==> src/rtl/sid_env_vca_pkg.sv <==
// Shared definitions for the SID voice amplitude stage: state encoding and default widths.
package sid_pkg;

    typedef enum logic {
        IDLE = 1'b0,
        MUL  = 1'b1
    } vca_state_e;

    localparam int SID_WAVE_W = 8;
    localparam int SID_ENV_W  = 4;

endpackage

==> src/rtl/sid_env_vca_if.sv <==
// Sample/envelope input and scaled-sample output bundle between the ADSR voice path and the mixer.
interface sid_env_vca_if #(
    parameter int WAVE_W = 8,
    parameter int ENV_W  = 4
);
    logic              sample_stb;
    logic [WAVE_W-1:0] wave_in;
    logic [ENV_W-1:0]  env_in;
    logic              overrun_clr;
    logic              busy;
    logic              out_valid;
    logic [WAVE_W-1:0] out_sample;
    logic              overrun;

    modport master (
        output sample_stb, wave_in, env_in, overrun_clr,
        input  busy, out_valid, out_sample, overrun
    );

    modport slave (
        input  sample_stb, wave_in, env_in, overrun_clr,
        output busy, out_valid, out_sample, overrun
    );
endinterface

==> src/rtl/sid_env_vca_serial_mul.sv <==
// Serial shift-add multiplier: consumes one envelope bit per step, LSB first.
module sid_serial_mul
    import sid_pkg::*;
#(
    parameter int WAVE_W = SID_WAVE_W,
    parameter int ENV_W  = SID_ENV_W
) (
    input  logic              clk,
    input  logic              rst,
    input  logic              start,
    input  logic              step,
    input  logic [WAVE_W-1:0] wave,
    input  logic [ENV_W-1:0]  env,
    output logic              done,
    output logic [WAVE_W-1:0] prod
);
    localparam int ACC_W = WAVE_W + ENV_W;
    localparam int CNT_W = $clog2(ENV_W + 1);
    localparam logic [CNT_W-1:0] LAST = CNT_W'(ENV_W - 1);

    logic [ACC_W-1:0] acc_q, acc_d, mcand_q, mcand_d, acc_sum;
    logic [ENV_W-1:0] env_q, env_d;
    logic [CNT_W-1:0] cnt_q, cnt_d;

    // Sum including the current step, so the last step's result is usable in the same cycle.
    assign acc_sum = env_q[0] ? (acc_q + mcand_q) : acc_q;
    assign done    = step && (cnt_q == LAST);
    assign prod    = acc_sum[ACC_W-1:ENV_W];

    always_comb begin
        acc_d   = acc_q;
        mcand_d = mcand_q;
        env_d   = env_q;
        cnt_d   = cnt_q;
        if (start) begin
            acc_d   = '0;
            mcand_d = {{ENV_W{1'b0}}, wave};
            env_d   = env;
            cnt_d   = '0;
        end else if (step) begin
            acc_d   = acc_sum;
            mcand_d = mcand_q << 1;
            env_d   = env_q >> 1;
            cnt_d   = cnt_q + 1'b1;
        end
    end

    always_ff @(posedge clk) begin
        if (rst) begin
            acc_q   <= '0;
            mcand_q <= '0;
            env_q   <= '0;
            cnt_q   <= '0;
        end else begin
            acc_q   <= acc_d;
            mcand_q <= mcand_d;
            env_q   <= env_d;
            cnt_q   <= cnt_d;
        end
    end
endmodule

==> src/rtl/sid_env_vca.sv <==
// Voice amplitude stage: scales a waveform sample by the envelope value and strobes the result out.
module sid_env_vca
    import sid_pkg::*;
#(
    parameter int WAVE_W = SID_WAVE_W,
    parameter int ENV_W  = SID_ENV_W
) (
    input  logic          clk,
    input  logic          rst,
    sid_env_vca_if.slave  bus
);
    vca_state_e        state_q, state_d;
    logic              start, step, done;
    logic [WAVE_W-1:0] prod;
    logic [WAVE_W-1:0] out_sample_q, out_sample_d;
    logic              out_valid_q, out_valid_d;
    logic              overrun_q, overrun_d;

    assign step = (state_q == MUL);

    sid_serial_mul #(
        .WAVE_W (WAVE_W),
        .ENV_W  (ENV_W)
    ) u_mul (
        .clk   (clk),
        .rst   (rst),
        .start (start),
        .step  (step),
        .wave  (bus.wave_in),
        .env   (bus.env_in),
        .done  (done),
        .prod  (prod)
    );

    always_comb begin
        state_d      = state_q;
        start        = 1'b0;
        out_valid_d  = 1'b0;
        out_sample_d = out_sample_q;
        overrun_d    = overrun_q;
        if (bus.overrun_clr) overrun_d = 1'b0;
        case (state_q)
            IDLE: begin
                if (bus.sample_stb) begin
                    start   = 1'b1;
                    state_d = MUL;
                end
            end
            MUL: begin
                // A strobe during a multiply is dropped; setting the flag overrides a clear.
                if (bus.sample_stb) overrun_d = 1'b1;
                if (done) begin
                    out_valid_d  = 1'b1;
                    out_sample_d = prod;
                    state_d      = IDLE;
                end
            end
            default: state_d = IDLE;
        endcase
    end

    always_ff @(posedge clk) begin
        if (rst) begin
            state_q      <= IDLE;
            out_valid_q  <= 1'b0;
            out_sample_q <= '0;
            overrun_q    <= 1'b0;
        end else begin
            state_q      <= state_d;
            out_valid_q  <= out_valid_d;
            out_sample_q <= out_sample_d;
            overrun_q    <= overrun_d;
        end
    end

    assign bus.busy       = (state_q == MUL);
    assign bus.out_valid  = out_valid_q;
    assign bus.out_sample = out_sample_q;
    assign bus.overrun    = overrun_q;
endmodule

==> src/flat_wrapper.sv <==
// flat-port wrapper written by rule: the top's interface ports become plain ports
module sid_env_vca_flat import sid_pkg::*;
#(
    parameter int WAVE_W = SID_WAVE_W,
    parameter int ENV_W  = SID_ENV_W
)
  (clk, rst, bus_sample_stb, bus_wave_in, bus_env_in, bus_overrun_clr, bus_busy, bus_out_valid, bus_out_sample, bus_overrun);
  sid_env_vca_if #(.WAVE_W(WAVE_W), .ENV_W(ENV_W)) bus_i ();
  input  logic clk;
  input  logic rst;
  input wire logic [$bits(bus_i.sample_stb)-1:0] bus_sample_stb;
  input wire logic [$bits(bus_i.wave_in)-1:0] bus_wave_in;
  input wire logic [$bits(bus_i.env_in)-1:0] bus_env_in;
  input wire logic [$bits(bus_i.overrun_clr)-1:0] bus_overrun_clr;
  output wire logic [$bits(bus_i.busy)-1:0] bus_busy;
  output wire logic [$bits(bus_i.out_valid)-1:0] bus_out_valid;
  output wire logic [$bits(bus_i.out_sample)-1:0] bus_out_sample;
  output wire logic [$bits(bus_i.overrun)-1:0] bus_overrun;
  assign bus_i.sample_stb = bus_sample_stb;
  assign bus_i.wave_in = bus_wave_in;
  assign bus_i.env_in = bus_env_in;
  assign bus_i.overrun_clr = bus_overrun_clr;
  assign bus_busy = bus_i.busy;
  assign bus_out_valid = bus_i.out_valid;
  assign bus_out_sample = bus_i.out_sample;
  assign bus_overrun = bus_i.overrun;
  sid_env_vca #(.WAVE_W(WAVE_W), .ENV_W(ENV_W)) u_core (.clk(clk), .rst(rst), .bus(bus_i));
endmodule
==> config.mk <==
export PLATFORM = sky130hd
export DESIGN_NAME = sid_env_vca_flat
export DESIGN_NICKNAME = d
export VERILOG_FILES = /design/src/rtl/sid_env_vca_pkg.sv /design/src/rtl/sid_env_vca_if.sv /design/src/rtl/sid_env_vca_serial_mul.sv /design/src/rtl/sid_env_vca.sv /design/src/flat_wrapper.sv
export SDC_FILE = /design/constraint.sdc
export NUM_CORES = 1
export LEC_CHECK = 0
export ABC_AREA = 1
export CAP_MARGIN = 20
export CORE_MARGIN = 4
export CORE_UTILIZATION = 59
export DETAILED_ROUTE_END_ITERATION = 10
export PLACE_DENSITY = 0.83
export REMOVE_ABC_BUFFERS = 1
export SLEW_MARGIN = 20
export SYNTH_ARGS = -nofsm -noshare
export SYNTH_HDL_FRONTEND = slang
export SYNTH_SLANG_ARGS = --single-unit
==> constraint.sdc <==
create_clock -name clk -period 3 [get_ports clk]
set_input_delay 0.6 -clock clk [delete_from_list [all_inputs] [get_ports clk]]
set_output_delay 0.6 -clock clk [all_outputs]
set_load 0.02 [all_outputs]
==> impl_metrics.py <==
metrics = {
    "critical_path": {
        "r2r_cells": 11,
        "path_buf_inv": 3,
        "r2r_start": "u_core.u_mul.mcand_q[0]$_SDFFE_PP0P_",
        "path_max_fanout": 3,
        "cpMaxStageDelayCell": "dfxtp_1",
        "worstReg2RegEnd": "u_core.u_mul.acc_q[6]$_SDFFE_PP0P_",
        "r2r_slack_ns": 1.09,
        "path_cells": "ha_1 > inv_1 > fa_1 > inv_1 > nand3_1 > nand3_2 > nand2_1 > nand3_1 > nand2_1 > o21ai_0 > inv_1",
        "max_stage_delay_ns": 0.41,
        "endpoint_kind": "flop",
        "critPathRequiredTime_ns": 3.20,
        "path_common_cell": "inv_1",
        "start_kind": "flop",
        "critical_path_arrival_ns": 2.11,
        "cp_top_family": "adder cells",
        "path_class": "reg -> reg",
    },
    "grt": {
        "grt.overflow.total": 0,
        "grt_pass1_wl_mm": 9.11,
        "grt_start_max_net_pins": 21,
        "grt_pass1_vias": 2097,
        "antenna_found_initial": 0,
        "grt_usage": 0.226,
    },
    "route": {
        "first_pass_iters": 4,
        "vias": 2218,
        "wl_per_cell_um": 12.5,
        "post_drt_via_cell_ratio": 5.15,
        "routed_wirelength_mm": 5.38,
        "drt_iter0_markers": 131,
        "drcViolationCount": 0,
        "detail-route-antenna-nets": 0,
    },
    "power_and_ir_drop": {
        "total_power_mw": 1.07,
        "p_leak_nw": 1.36,
        "powerDensity_nw_per_um2": 390,
        "irDropWorstVdd_v": 0.000403,
    },
    "floorplanning": {
        "initial_utilization": 0.632,
        "die-area_um2": 5160,
        "die_w_um": 71.8,
        "core.rowCount": 22,
        "coreArea_um2": 3800,
        "num_io_pins": 27,
        "die_y_um": 71.8,
    },
    "synth": {
        "yosys.area.top_type_share": 0.350,
        "synth.avg_cell_area_um2": 6.71,
        "yosys-top-cells-count": "nand2_1 (125), inv_1 (54), dfxtp_1 (42)",
        "synth_cell_types": 31,
        "ys_warn_count": 0,
        "synthTopCellsByArea": "dfxtp_1 (35%), nand2_1 (20%), inv_1 (8.4%)",
        "synth_most_common_cell": "nand2_1",
        "synth-edff-count": 0,
        "netlist_area_um2": 2400,
        "ys_seq_area_frac": 0.350,
        "postSynthCellCount": 358,
        "synthFlopType": "dfxtp_1",
        "ys_seq_elements": 42,
        "ys_async_sr_fraction": 0,
        "yosysTopAreaCell": "dfxtp_1",
    },
    "placement": {
        "dpl.hpwl_mm": 4.09,
        "placed_cells": 424,
        "port_buffers": 26,
        "post_dp_cell_area_um2": 2660,
        "gp_congestion": 0.944,
    },
    "timing": {
        "clock_skew_ns": 0.00772,
        "post-route-period-util": 0.636,
        "slew-limit-headroom": 0.652,
        "min_period_ns": 1.91,
        "worst_slew_pin_slew_ns": 0.521,
        "final_hold_viol_count": 0,
        "finalSetupViolCount": 0,
        "rsz0062_at_grt": "false",
        "fin_setup_tns_ns": 0,
        "slew_viol_final": 0,
        "max_freq_ghz": 0.524,
    },
    "worst_hold_path": {
        "min_to": "u_core.bus.out_sample[4]$_SDFFE_PP0P_",
        "min_path_cells": 2,
        "holdCritStartpoint": "u_core.bus.out_sample[4]$_SDFFE_PP0P_",
        "min-delay-path-class": "reg -> reg",
    },
    "finish": {
        "stdcell_count": 431,
        "diodes": 0,
        "drive_gt1_frac": 0.0522,
        "syn2layout_area_growth_pct": 14.2,
        "num-nets-final": 413,
        "final_area_um2": 2740,
        "nFillCells": 324,
    },
    "clocking": {
        "cts_buffers": 5,
        "cts_hold_buf": 0,
        "cts_max_level": 2,
        "cts_tree": "done",
        "postCtsSetupBuffers": 0,
        "insertion_delay_ns": 0.30,
        "clk_path_buf_depth": 2,
        "cts_sinks": 42,
        "post_cts_resized": 0,
        "cts_root_buf": "clkbuf_8",
        "clk_pin_slew_ns": 0.08,
    },
    "status": {
        "status": "finished, final reports clean",
    },
    "run": {
        "max_cap_viol_count": 0,
    },
}
-- area by class of cell --
type,instances,area (um^2),share of cell area
Sequential cell,42,841,0.306
Clock buffer,6,72.6,0.0264
Multi-Input combinational cell,248,1270,0.464
Inverter,59,221,0.0807
Clock inverter,1,7.51,0.00274
Tap cell,48,60.1,0.0219
Timing Repair Buffer,27,268,0.0976
-- power by group --
| group | total, mW | switching [mW] | internal, mW |
|---|---|---|---|
| clock network | 0.356 | 0.196 | 0.160 |
| logic | 0.129 | 0.0774 | 0.0520 |
| registers | 0.586 | 0.0140 | 0.572 |
| total | 1.07 | 0.287 | 0.784 |
-- worst register-to-register path, stage by stage, from the launching register on --
cell     delay, ns
dfxtp_1       0.41
ha_1          0.23
inv_1         0.06
fa_1          0.41
inv_1         0.10
nand3_1       0.08
nand3_2       0.10
nand2_1       0.08
nand3_1       0.07
nand2_1       0.07
o21ai_0       0.15
inv_1         0.05
-- state kept, by name, indices dropped and copies added, names as in the netlist --
register and cells:
u_core.u_mul.acc_q 12, u_core.u_mul.cnt_q 3, u_core.u_mul.mcand_q 12, u_core.bus.busy 1
u_core.bus.overrun 1, u_core.u_mul.env_q 4, u_core.bus.out_sample 8, u_core.bus.out_valid 1
-- cells in the final DEF, fill, tap and decap left out, drive strengths merged --
cell / n
o21a: 1
nand2: 126
nor2: 22
clkinv: 2
o211ai: 3
o21ai: 12
xnor2: 1
o221ai: 1
clkinvlp: 1
ha: 13
xor2: 4
inv: 57
nand4: 3
buf: 1
a21oi: 29
clkdlybuf4s50: 26
dfxtp: 42
clkbuf: 6
nand3: 28
fa: 1
a21o: 1
nand3b: 2
nor3: 1
-- metrics by stage --
step,worst slack (ns),hold slack [ns],utilization
after floorplan,1.15,0.438,-
after detailed placement,0.897,0.439,0.701
after global placement,0.920,0.437,0.701
final,1.09,0.450,0.722
after global routing,0.890,0.485,0.722
after CTS,1.07,0.455,0.722
-- cells by family after synthesis --
logic type | count (synthesis) | synth area share
AO/OA/AOI/OAI | 47 | 0.108
XOR/XNOR | 5 | 0.0182
adder cells (fa/ha/maj) | 14 | 0.0760
buffers and inverters | 68 | 0.120
flip-flops | 42 | 0.350
AND/OR/NAND/NOR | 182 | 0.328
-- layer usage --
metal | vias to the layer above | routed length (um) | track usage
met3 | 12 | 230 | 0.0533
met5 | - | 0 | 0
li1 | 1161 | - | -
met2 | 51 | 2650 | 0.376
met1 | 994 | 2390 | 0.271
met4 | 0 | 113 | 0.115
-- worst max path at each step --
| stage | slack, ns | to | startpoint | depth (start not counted) |
|---|---|---|---|---|
| 3_3_place_gp | 0.92 | u_core.u_mul.env_q[2]$_SDFFE_PP0P_ | rst | 4 |
| 3_5_place_dp | 0.90 | u_core.u_mul.env_q[2]$_SDFFE_PP0P_ | rst | 4 |
| 6_report | 1.09 | u_core.u_mul.acc_q[6]$_SDFFE_PP0P_ | u_core.u_mul.mcand_q[0]$_SDFFE_PP0P_ | 11 |
| 5_1_grt | 0.89 | u_core.bus.out_sample[4]$_SDFFE_PP0P_ | u_core.u_mul.mcand_q[0]$_SDFFE_PP0P_ | 11 |
| 4_1_cts | 1.07 | bus_busy | u_core.bus.busy$_SDFF_PP0_ | 1 |
| 2_1_floorplan | 1.15 | u_core.u_mul.acc_q[3]$_SDFFE_PP0P_ | u_core.bus.busy$_SDFF_PP0_ | 6 |
(Power assumes the default switching activity.)
